File: src/rtl/sync_test_sequencer.sv
// Run controller for the CDC synchronizer test datapath: walks enabled channels,
// drives a rotated word plus stimulus pulses, waits, samples obs and tallies mismatches.
module sync_test_sequencer #(
  parameter int N     = 8,
  parameter int CNT_W = 8,
  parameter int ERR_W = 8
) (
  input  logic             clk,
  input  logic             rst,
  input  logic             start,
  input  logic             abort,
  input  logic [4:0]       ch_mask,
  input  logic [CNT_W-1:0] settle,
  input  logic [N-1:0]     pattern,
  input  logic [N-1:0]     obs,
  output logic [2:0]       sel,
  output logic [N-1:0]     data_drv,
  output logic             trigger,
  output logic             stb,
  output logic             pulse_in,
  output logic             busy,
  output logic             done,
  output logic [4:0]       err_map,
  output logic [ERR_W-1:0] err_cnt,
  output logic [N-1:0]     last_obs
);
  typedef enum logic [2:0] {S_IDLE, S_LOAD, S_WAIT, S_SAMPLE, S_NEXT, S_DONE} state_t;

  state_t           state;
  logic             start_q;
  logic [4:0]       mask_r;
  logic [CNT_W-1:0] settle_r, cnt;
  logic [N-1:0]     pattern_r;
  logic [2:0]       ch;

  // Returns {found, index} of the lowest set bit of m at or above 'from'.
  function automatic logic [3:0] find_ch(input logic [4:0] m, input int from);
    logic [3:0] r;
    r = '0;
    for (int k = 4; k >= 0; k--)
      if (m[k] && k >= from) r = {1'b1, 3'(k)};
    return r;
  endfunction

  function automatic logic [N-1:0] rotl(input logic [N-1:0] p, input logic [2:0] s);
    logic [N-1:0] r;
    r = '0;
    for (int i = 0; i < N; i++) r[(i + int'(s)) % N] = p[i];
    return r;
  endfunction

  // Channel/word for the next LOAD: straight from the inputs on the start edge,
  // from the captured run settings afterwards.
  logic [3:0]   pick;
  logic [N-1:0] ld_word;
  always_comb begin
    pick    = '0;
    ld_word = '0;
    if (state == S_IDLE) begin
      pick    = find_ch(ch_mask, 0);
      ld_word = rotl(pattern, pick[2:0]);
    end else begin
      pick    = find_ch(mask_r, int'(ch) + 1);
      ld_word = rotl(pattern_r, pick[2:0]);
    end
  end

  always_ff @(posedge clk) begin
    if (rst) begin
      state     <= S_IDLE;
      start_q   <= 1'b0;
      mask_r    <= '0;
      settle_r  <= '0;
      pattern_r <= '0;
      cnt       <= '0;
      ch        <= '0;
      sel       <= '0;
      data_drv  <= '0;
      trigger   <= 1'b0;
      stb       <= 1'b0;
      pulse_in  <= 1'b0;
      busy      <= 1'b0;
      done      <= 1'b0;
      err_map   <= '0;
      err_cnt   <= '0;
      last_obs  <= '0;
    end else begin
      start_q  <= start;
      trigger  <= 1'b0;
      stb      <= 1'b0;
      pulse_in <= 1'b0;
      if (abort && state != S_IDLE) begin
        state <= S_DONE;
        busy  <= 1'b0;
        done  <= 1'b1;
      end else begin
        case (state)
          S_IDLE: if (start && !start_q) begin
            err_map   <= '0;
            err_cnt   <= '0;
            mask_r    <= ch_mask;
            settle_r  <= settle;
            pattern_r <= pattern;
            if (pick[3]) begin
              ch       <= pick[2:0];
              sel      <= pick[2:0];
              data_drv <= ld_word;
              trigger  <= 1'b1;
              stb      <= (pick[2:0] == 3'd3);
              pulse_in <= (pick[2:0] == 3'd4);
              busy     <= 1'b1;
              state    <= S_LOAD;
            end else begin
              done  <= 1'b1;
              state <= S_DONE;
            end
          end
          S_LOAD: begin
            cnt   <= (settle_r == '0) ? CNT_W'(1) : settle_r;
            state <= S_WAIT;
          end
          S_WAIT: begin
            if (cnt <= CNT_W'(1)) state <= S_SAMPLE;
            else                  cnt   <= cnt - CNT_W'(1);
          end
          S_SAMPLE: begin
            last_obs <= obs;
            if (obs != data_drv) begin
              err_map[ch] <= 1'b1;
              if (err_cnt != '1) err_cnt <= err_cnt + ERR_W'(1);
            end
            state <= S_NEXT;
          end
          S_NEXT: begin
            if (pick[3]) begin
              ch       <= pick[2:0];
              sel      <= pick[2:0];
              data_drv <= ld_word;
              trigger  <= 1'b1;
              stb      <= (pick[2:0] == 3'd3);
              pulse_in <= (pick[2:0] == 3'd4);
              state    <= S_LOAD;
            end else begin
              busy  <= 1'b0;
              done  <= 1'b1;
              state <= S_DONE;
            end
          end
          S_DONE: if (!start) begin
            done  <= 1'b0;
            state <= S_IDLE;
          end
          default: state <= S_IDLE;
        endcase
      end
    end
  end
endmodule
File: config.mk
export PLATFORM = sky130hd
export DESIGN_NAME = sync_test_sequencer
export DESIGN_NICKNAME = d
export VERILOG_FILES = /design/src/rtl/sync_test_sequencer.sv
export SDC_FILE = /design/constraint.sdc
export NUM_CORES = 1
export LEC_CHECK = 0
export CAP_MARGIN = 20
export CORE_ASPECT_RATIO = 0.8
export CORE_MARGIN = 2
export CORE_UTILIZATION = 48
export DETAILED_ROUTE_END_ITERATION = 10
export PLACE_DENSITY_LB_ADDON = 0.08
export REMOVE_ABC_BUFFERS = 1
export SLEW_MARGIN = 5
export SYNTH_ARGS = -nofsm -noshare
export SYNTH_HDL_FRONTEND = slang
export SYNTH_SLANG_ARGS = --single-unit
File: constraint.sdc
create_clock -name clk -period 6.9 [get_ports clk]
set_input_delay 1.38 -clock clk [delete_from_list [all_inputs] [get_ports clk]]
set_output_delay 1.38 -clock clk [all_outputs]
set_load 0.01 [all_outputs]
After elaboration in Yosys (flattened, before gate mapping)
Index checks and enable logic that the tools add are counted.
{ "totals": {"reg_bits": 73, "memories": 0, "output_inout_bits": 37, "ramBits": 0, "latch_bits": 0, "mem_bits_ro": 0, "inputBits": 33} }
{ "classes": {"n_lt_le_gt_ge": 40, "div_mod_pow": 0, "n_addsub": 17, "shifts": 0, "n_eq_ne": 20, "bitwise": 18, "muxes": 105, "n_reduce_logical": 57, "mul": 0} }
{ "ops": {"columns": ["operator", "count"], "rows": [
  ["$bwmux W8", 14],
  ["$lt A4 B5 Y1 const B", 14],
  ["$mux W8", 8],
  ["$ge A4 B1 Y1 const B", 14],
  ["$mux W4", 13],
  ["$demux W1 S3", 17],
  ["$pmux W8 S2", 3],
  ["$reduce_or A3 Y1", 14],
  ["$mux W1", 30],
  ["$mux W3", 9],
  ["$add A3 B3 Y3 const A", 8],
  ["$logic_and A1 B1 Y1", 24],
  ["$pmux W3 S6", 1],
  ["$reduce_and A3 Y1", 6],
  ["$and A8 B8 Y8", 2],
  ["$and A1 B1 Y1 const A", 14],
  ["$ne A2 B2 Y1 const B", 7],
  ["$add A2 B3 Y3 const A", 4],
  ["$lt A3 B4 Y1 const B", 3],
  ["$pmux W3 S2", 2],
  ["$mux W5", 2],
  ["$pmux W5 S2", 1],
  ["$eq A3 B2 Y1 const B", 3],
  ["$eq A3 B3 Y1 const B", 3],
  ["other kinds (29)", 41]
]} }

Logic depth before layout (Yosys ltp)
Gate-level depths: netlist of the first run.
{ "logic_depth": {"word_depth": 27, "mapped_depth": 16, "mapped_depth_nobuf": 14} }

Worst setup path after synthesis of the first run
No wires, ideal clock.
{ "synth_path": {"path_type": "input -> register", "start": "input port ch_mask[2]", "end": "register data_drv[1]", "setup_slack_ps": 3093, "stages": 13, "required_time_ps": 6785, "arrival_time_ps": 3692, "setup_ps": 115, "n_path_buf": 3, "path_cell_list": "buf_2 nor2b_1 nor2_1 nor2_1 clkbuf_1 ha_1 a21boi_1 or2_1 buf_2 mux2i_1 o21ai_0 a311o_1 a31o_1"} }
{ "synth_between": {"elab_chain_cells": 22, "word_cells_on_any_way": 78, "cone_classes": "add/sub (7); order compare (16); mux (32); bitwise (8); reduce/logical (15)"} }
{ "synth_lines": {"columns": ["item", "line_no", "text"], "rows": [
  ["start, declared", "12", "input logic [4:0] ch_mask,"],
  ["$mux W4 * (3 in series)", "41", "if (m[k] && k >= from) r = {1'b1, 3'(k)};"],
  ["$mux W4 *", "59", "if (state == S_IDLE) begin"],
  ["$add A1 B3 Y3", "48", "for (int i = 0; i < N; i++) r[(i + int'(s)) % N] = p[i];"],
  ["$reduce_or A3 Y1 (no source line)", null, null],
  ["$and A1 B1 Y1 (no source line)", null, null],
  ["$lt A4 B5 Y1 (implied by the code) or $ge A4 B1 Y1 (tied branches)", "48", null],
  ["$logic_and A1 B1 Y1 (implied by the code)", "48", null],
  ["$mux W1 (implied by the code)", "48", null],
  ["$demux W1 S3", "48", null],
  ["$bwmux W8 (7 in series)", "48", null],
  ["$mux W8", "59", null],
  ["$mux W8 *", "104, 135", null],
  ["$mux W8", "98", "S_IDLE: if (start && !start_q) begin"],
  ["$pmux W8 S2 *", "97", "case (state)"],
  ["end signal, assigned", "107", "data_drv <= ld_word;"],
  ["end signal, assigned", "138", "data_drv <= ld_word;"],
  ["end, declared", "17", "output logic [N-1:0] data_drv,"]
]} }
Mark *: on every way between the ends. The rest lies on a longest branch, timed or not. The select of a mux whose other input is x is not followed.
A chain may end at the register's enable or synchronous reset.

Worst setup path in the final report of the first run
{ "layout_path": {"start": "input port ch_mask[1]", "end": "register data_drv[0]"} }
{ "layout_between": {"elab_chain_cells": 21, "word_cells_on_any_way": 77, "cone_classes": "add/sub (7); order compare (16); mux (31); bitwise (8); reduce/logical (15)"} }
{ "layout_lines": {"columns": ["item", "line_no"], "rows": [
  ["$mux W4 * (2 in series)", "41"],
  ["$mux W4 *", "59"],
  ["$add A1 B3 Y3", "48"],
  ["$reduce_or A3 Y1 (no source line)", null],
  ["$and A1 B1 Y1 (no source line)", null],
  ["$lt A4 B5 Y1 (implied by the code) or $ge A4 B1 Y1 (tied branches)", "48"],
  ["$logic_and A1 B1 Y1 (implied by the code)", "48"],
  ["$mux W1 (implied by the code)", "48"],
  ["$demux W1 S3", "48"],
  ["$bwmux W8 (7 in series)", "48"],
  ["$mux W8", "59"],
  ["$mux W8 *", "104, 135"],
  ["$mux W8", "98"],
  ["$pmux W8 S2 *", "97"]
]} }
Marks and branches as above.

==> reports/qor.csv, run 1 <==
stage,metric,value,unit
synth,netlist_area,4800,um^2
place,portBuffers,69,
global_routing,grt.total_usage,0.294,
worst_setup_path,critPathSlowestCell,clkdlybuf4s50_1,
final_layout,final_common_cell,nand2_1,
synth,ys_warn_count,0,
worst_setup_path,cp-startpoint,ch_mask[1],
global_routing,grt_max_degree,53,
sta,relSlewSlack,0.402,
hold_path,hold_path_class,reg -> reg,
clock_network,cts-root-buf,clkbuf_16,
floorplan,initial_core_util,0.495,
global_routing,grt_pass1_wl,24.9,mm
synth,synth_top_area_cell,dfxtp_1,
worst_setup_path,start_kind,input port,
detailed_routing,dr.pass1.iters,7,
worst_setup_path,crit_buf_inv,4,
synth,syn_avg_cell_area,7.40,um^2
sta,worst_pin_slew,0.895,ns
worst_setup_path,crit_required,7.12,ns
sta,final.min_clock_period,4.57,ns
hold_path,worstHoldPathCells,2,
floorplan,fp.dieArea,10800,um^2
power_and_ir_drop,p_per_area,256,nW/um^2
final_layout,diodes,0,
clock_network,clk_path_buf_depth,2,
synth,synth_xor_area_frac,0.0274,
clock_network,cts-resized-gates,0,
worst_setup_path,cp_max_fo,17,
worst_setup_path,path_cells,clkdlybuf4s50_1 > nor2_1 > nor2_1 > buf_4 > inv_2 > ha_1 > inv_1 > o211ai_1 > or4_1 > o221ai_1 > a21oi_1 > a22o_1,
clock_network,htreeDepth,3,
final_layout,layout-drive-gt1-share,0.0614,
sta,min_period_over_period,0.663,
sta,rsz0062_at_grt,no,
worst_setup_path,critPathTopFamily,buffers and inverters,
synth,synthAdderAreaFrac,0.0261,
floorplan,core,9690,um^2
floorplan,die_w,116,um
detailed_routing,ant_nets,0,
synth,yosysSeqAreaShare,0.292,
clock_network,clock-sinks,70,
final_layout,finalCoreUtilization,0.603,
worst_setup_path,r2r-start,sel[1],
synth,synth_edf_count,0,
job,maxCapViolCount,0,
clock_network,postCtsHoldBufs,0,
power_and_ir_drop,leakagePower,1.99,nW
synth,synth_compound_area_frac,0.314,
worst_setup_path,reg2reg_depth,10,
global_routing,grt_pass1_vias,4696,
final_layout,most-common-layout-cells,"nand2_1, dfxtp_1, clkdlybuf4s50_1",
synth,synth_cell_types,80,
synth,synth.top_cell.area_share,0.292,
global_routing,grt_overflow_total,0,
detailed_routing,vias_per_cell,6.27,
worst_setup_path,cp_num_cells,12,
floorplan,rows,32,
clock_network,post_cts_buffers,0,
worst_setup_path,path_class,in -> reg,
sta,setup-tns-final,0,ns
clock_network,cts-buffers-inserted,9,
sta,setup_viol,0,
sta,fmax,0.219,GHz
floorplan,io_pins,70,
synth,synthArstFlopShare,0,
detailed_routing,wl,15.7,mm
synth,synthTopCellsByArea,"dfxtp_1, nand2_1, a21oi_1",
synth,synth-simple-area-share,0.275,
final_layout,area_growth,21.7,%
worst_setup_path,critPathCaptureType,flip-flop,
hold_path,worstHoldStart,last_obs[5],
clock_network,cts_tree,done,
sta,drv_slew,0,
global_routing,antenna_found_initial,0,
sta,clock_skew,0.00659,ns
power_and_ir_drop,ir_drop,0.166,mV
place,routabilityCongestion,0.921,
synth,syn_inst,649,
detailed_routing,vias,5245,
synth,synth_ff_type,dfxtp_1,
final_layout,nets,739,
place,hpwl,11.7,mm
sta,finalHoldViolations,0,
worst_setup_path,max_stage_delay,0.85,ns
clock_network,clk_pin_slew,0.06,ns
place,pre_cts_slack,2.08,ns
detailed_routing,first_iter_violations,647,
synth,synth_top_family_by_area,compound AO/OA/AOI/OAI gates,
floorplan,dieHeight,93.4,um
run_status,status,"finished, final reports clean",
detailed_routing,remaining_drc_errors,0,
power_and_ir_drop,power,1.49,mW
worst_setup_path,cp_common_cell,nor2_1,
clock_network,worstSkewPairLatency,0.33,ns
worst_setup_path,arrival,4.79,ns
synth,ys_seq_elements,70,
synth,muxShareOfSynthArea,0.00834,
sta,finalWorstSetupSlack,2.33,ns
detailed_routing,wl_per_cell,18.8,um
per-layer routing:
metal,share of wire,global-route usage
met4,0.013,0.0655
met1,0.45,0.427
met2,0.43,0.438
met3,0.11,0.0706
met5,0,0
state kept, by name, indices dropped and copies added (netlist names), 3 cells and up:
register   count
pattern_r      8
last_obs       8
err_map        5
state          3
err_cnt        8
sel            3
mask_r         5
cnt            8
settle_r       8
data_drv       8
layout make-up:
class,count,area (um^2)
well taps,136,170
clock inverters,5,82.6
fillers,889,3850
flip-flops and latches,70,1400
multi-input cells,517,3120
clock buffers,10,239
repair buffers,74,723
inverters,24,103
synthesized netlist by cell type, types with 8 or more instances:
| cell | count |
|---|---|
| nor2_1 | 62 |
| nor3_1 | 13 |
| and3_1 | 8 |
| or3_1 | 8 |
| a21oi_1 | 63 |
| o21a_1 | 9 |
| nand2_1 | 101 |
| nand3_1 | 19 |
| o211ai_1 | 12 |
| a211oi_1 | 14 |
| nor2b_1 | 9 |
| dfxtp_1 | 70 |
| clkbuf_1 | 27 |
| a22oi_1 | 12 |
| ha_1 | 10 |
| inv_1 | 21 |
| o21ai_0 | 27 |
| and2_1 | 8 |
| xnor2_1 | 10 |
worst reg2reg max path, stage by stage, from the launching register on:
cell and delay [ns]:
dfxtp_1 0.53, ha_1 0.32, a21boi_4 0.32, a31oi_4 0.20
or3_1 0.58, ha_1 0.33, or3_1 0.43, a311oi_1 0.32
a2111oi_0 0.13, o41ai_1 0.76, a22o_1 0.23
power by group:
part / switching (mW) / internal (mW)
logic: 0.309 / 0.190
registers: 0.0541 / 0.438
clock network: 0.176 / 0.325
total: 0.539 / 0.953
worst paths after layout:
| check | to | slack (ns) |
|---|---|---|
| worst max-delay path | data_drv[0] | 2.33 |
| worst max register to register | data_drv[0] | 2.71 |
| worst min register to register | last_obs[5] | 0.45 |
| worst min-delay path | last_obs[5] | 0.45 |
through the flow:
stage / hold slack [ns] / area [um^2] / std cells
2_1_floorplan: 0.430 / 4630 / 611
3_3_place_gp: 0.445 / 5520 / 821
6_report: 0.454 / 5840 / 836
3_5_place_dp: 0.449 / 5520 / 821
4_1_cts: 0.457 / 5840 / 836
5_1_grt: 0.470 / 5840 / 836
cell families (layout without fill, tap and decap cells):
group | count (synthesis) | count (layout)
AND/OR/NAND/NOR | 272 | 272
AO/OA/AOI/OAI | 216 | 216
flip-flops | 70 | 70
buffers and inverters | 62 | 113
XOR/XNOR | 15 | 15
adder cells (fa/ha/maj) | 10 | 10
multiplexers | 4 | 4
Note: power is estimated with default switching activity, not from simulation.
==> run 2: changes to the inputs <==
==> constraint.sdc (replaced) <==
create_clock -name clk -period 4.3 [get_ports clk]
set_input_delay 0.86 -clock clk [delete_from_list [all_inputs] [get_ports clk]]
set_output_delay 0.86 -clock clk [all_outputs]
set_load 0.01 [all_outputs]
==> reports/qor.csv, run 2 (synthesis results as in run 1) <==
stage,metric,value,unit
run_status,status,"finished, final reports clean",
sta,setup-tns-final,0,ns
power_and_ir_drop,ir_drop,0.187,mV
detailed_routing,dr.pass1.iters,5,
clock_network,postCtsHoldBufs,0,
clock_network,cts-resized-gates,0,
detailed_routing,wl_per_cell,19.0,um
place,placed_area,5550,um^2
place,hpwl,11.7,mm
worst_setup_path,critPathCaptureType,flip-flop,
global_routing,grt_pass1_vias,4710,
worst_setup_path,r2r_slack,0.29,ns
detailed_routing,ant_nets,0,
worst_setup_path,r2r-start,sel[0],
sta,min_period_over_period,0.933,
clock_network,cts-buffers-inserted,9,
detailed_routing,wl,16.0,mm
global_routing,grt.total_usage,0.302,
final_layout,most-common-layout-cells,"nand2_1, dfxtp_1, clkdlybuf4s50_1",
sta,finalHoldViolations,0,
global_routing,grt_overflow_total,0,
sta,worst_pin_slew,0.810,ns
worst_setup_path,crit_required,4.58,ns
worst_setup_path,start_kind,flip-flop,
floorplan,die_w,116,um
sta,relSlewSlack,0.460,
worst_setup_path,cp-startpoint,sel[0],
worst_setup_path,arrival,4.29,ns
floorplan,fp.dieArea,10800,um^2
sta,final.min_clock_period,4.01,ns
clock_network,htreeDepth,3,
floorplan,rows,32,
global_routing,antenna_found_initial,0,
global_routing,grt_max_degree,52,
worst_setup_path,r2r-end,data_drv[0],
clock_network,worstSkewPairLatency,0.34,ns
sta,fmax,0.249,GHz
sta,clock_skew,0.00850,ns
detailed_routing,first_iter_violations,566,
final_layout,diodes,0,
final_layout,finalCoreUtilization,0.606,
clock_network,cts-root-buf,clkbuf_16,
sta,rsz0062_at_grt,no,
floorplan,core,9690,um^2
detailed_routing,vias_per_cell,6.26,
sta,setup_viol,0,
worst_setup_path,path_class,reg -> reg,
final_layout,fin_area,5870,um^2
place,routabilityCongestion,0.993,
final_layout,nFillCells,912,
clock_network,clk_path_buf_depth,2,
worst_setup_path,cp-endpoint,data_drv[0],
worst_setup_path,reg2reg_depth,13,
detailed_routing,remaining_drc_errors,0,
clock_network,clk_pin_slew,0.06,ns
clock_network,post_cts_buffers,0,
floorplan,initial_core_util,0.495,
place,portBuffers,69,
power_and_ir_drop,leakagePower,2.01,nW
final_layout,layout-drive-gt1-share,0.0668,
power_and_ir_drop,p_per_area,412,nW/um^2
detailed_routing,vias,5255,
power_and_ir_drop,power,2.42,mW
worst_setup_path,cp_max_fo,10,
floorplan,dieHeight,93.4,um
floorplan,io_pins,70,
hold_path,hold_path_class,reg -> reg,
clock_network,cts_tree,done,
sta,drv_slew,0,
job,maxCapViolCount,0,
hold_path,worstHoldStart,last_obs[2],
clock_network,clock-sinks,70,
final_layout,area_growth,22.3,%
final_layout,nets,743,
final_layout,final_common_cell,nand2_1,
global_routing,grt_pass1_wl,25.2,mm
## run 2: metal layers
metal  up-vias  track usage  routed length [um]
li1       2487            -                   -
met1      2450        0.446                7310
met2       284        0.426                6730
met3        34       0.0726                1530
met4         0       0.0982                 391
met5         -            0                   0
## run 2: worst max-delay path, stage by stage (launching register included)
cell and delay (ns):
dfxtp_1 0.54, inv_1 0.19, ha_1 0.35, and2_1 0.33, or3_1 0.40, clkinv_8 0.09, ha_1 0.25, inv_1 0.10
a311oi_1 0.05, a31oi_1 0.27, and2_1 0.42, a2111oi_0 0.17, o41ai_1 0.57, a22o_1 0.21
## run 2: worst min-delay path by stage
stage	end	slack, ns	cells after the start
6_report	last_obs[2]	0.46	2
5_1_grt	last_obs[2]	0.49	2
4_1_cts	last_obs[6]	0.46	2
3_5_place_dp	err_map[3]	0.45	1
3_3_place_gp	last_obs[0]	0.45	2
2_1_floorplan	settle_r[0]	0.43	2
## run 2: area by class of cell
cell class | instances | area [um^2] | share of cell area
multi-input combinational | 517 | 3120 | 0.532
clock buffer | 10 | 239 | 0.0407
sequential | 70 | 1400 | 0.239
clock inverter | 5 | 82.6 | 0.0141
inverter | 24 | 103 | 0.0175
tap | 136 | 170 | 0.0290
timing repair buffer | 78 | 753 | 0.128
## run 2: metrics by stage
step                      setup WS [ns]  instances  hold slack [ns]
after global placement            0.369        825            0.446
after CTS                         0.367        840            0.462
after floorplan                   0.815        611            0.430
after global routing             0.0749        840            0.493
after detailed placement          0.384        825            0.453
final                             0.287        840            0.458
## run 2: where the power goes
part	internal, mW	leakage (nW)	switching [mW]
combinational	0.308	1.28	0.500
clock	0.522	0.159	0.294
sequential	0.703	0.569	0.0908
==> run 3: changes to the inputs <==
--- a/config.mk
+++ b/config.mk
@@ -16,3 +16,4 @@
 export SYNTH_ARGS = -nofsm -noshare
 export SYNTH_HDL_FRONTEND = slang
 export SYNTH_SLANG_ARGS = --single-unit
+export TNS_END_PERCENT = 10
==> results of run 3 <==
Final layout, timing and power as in run 2 (identical DEF).
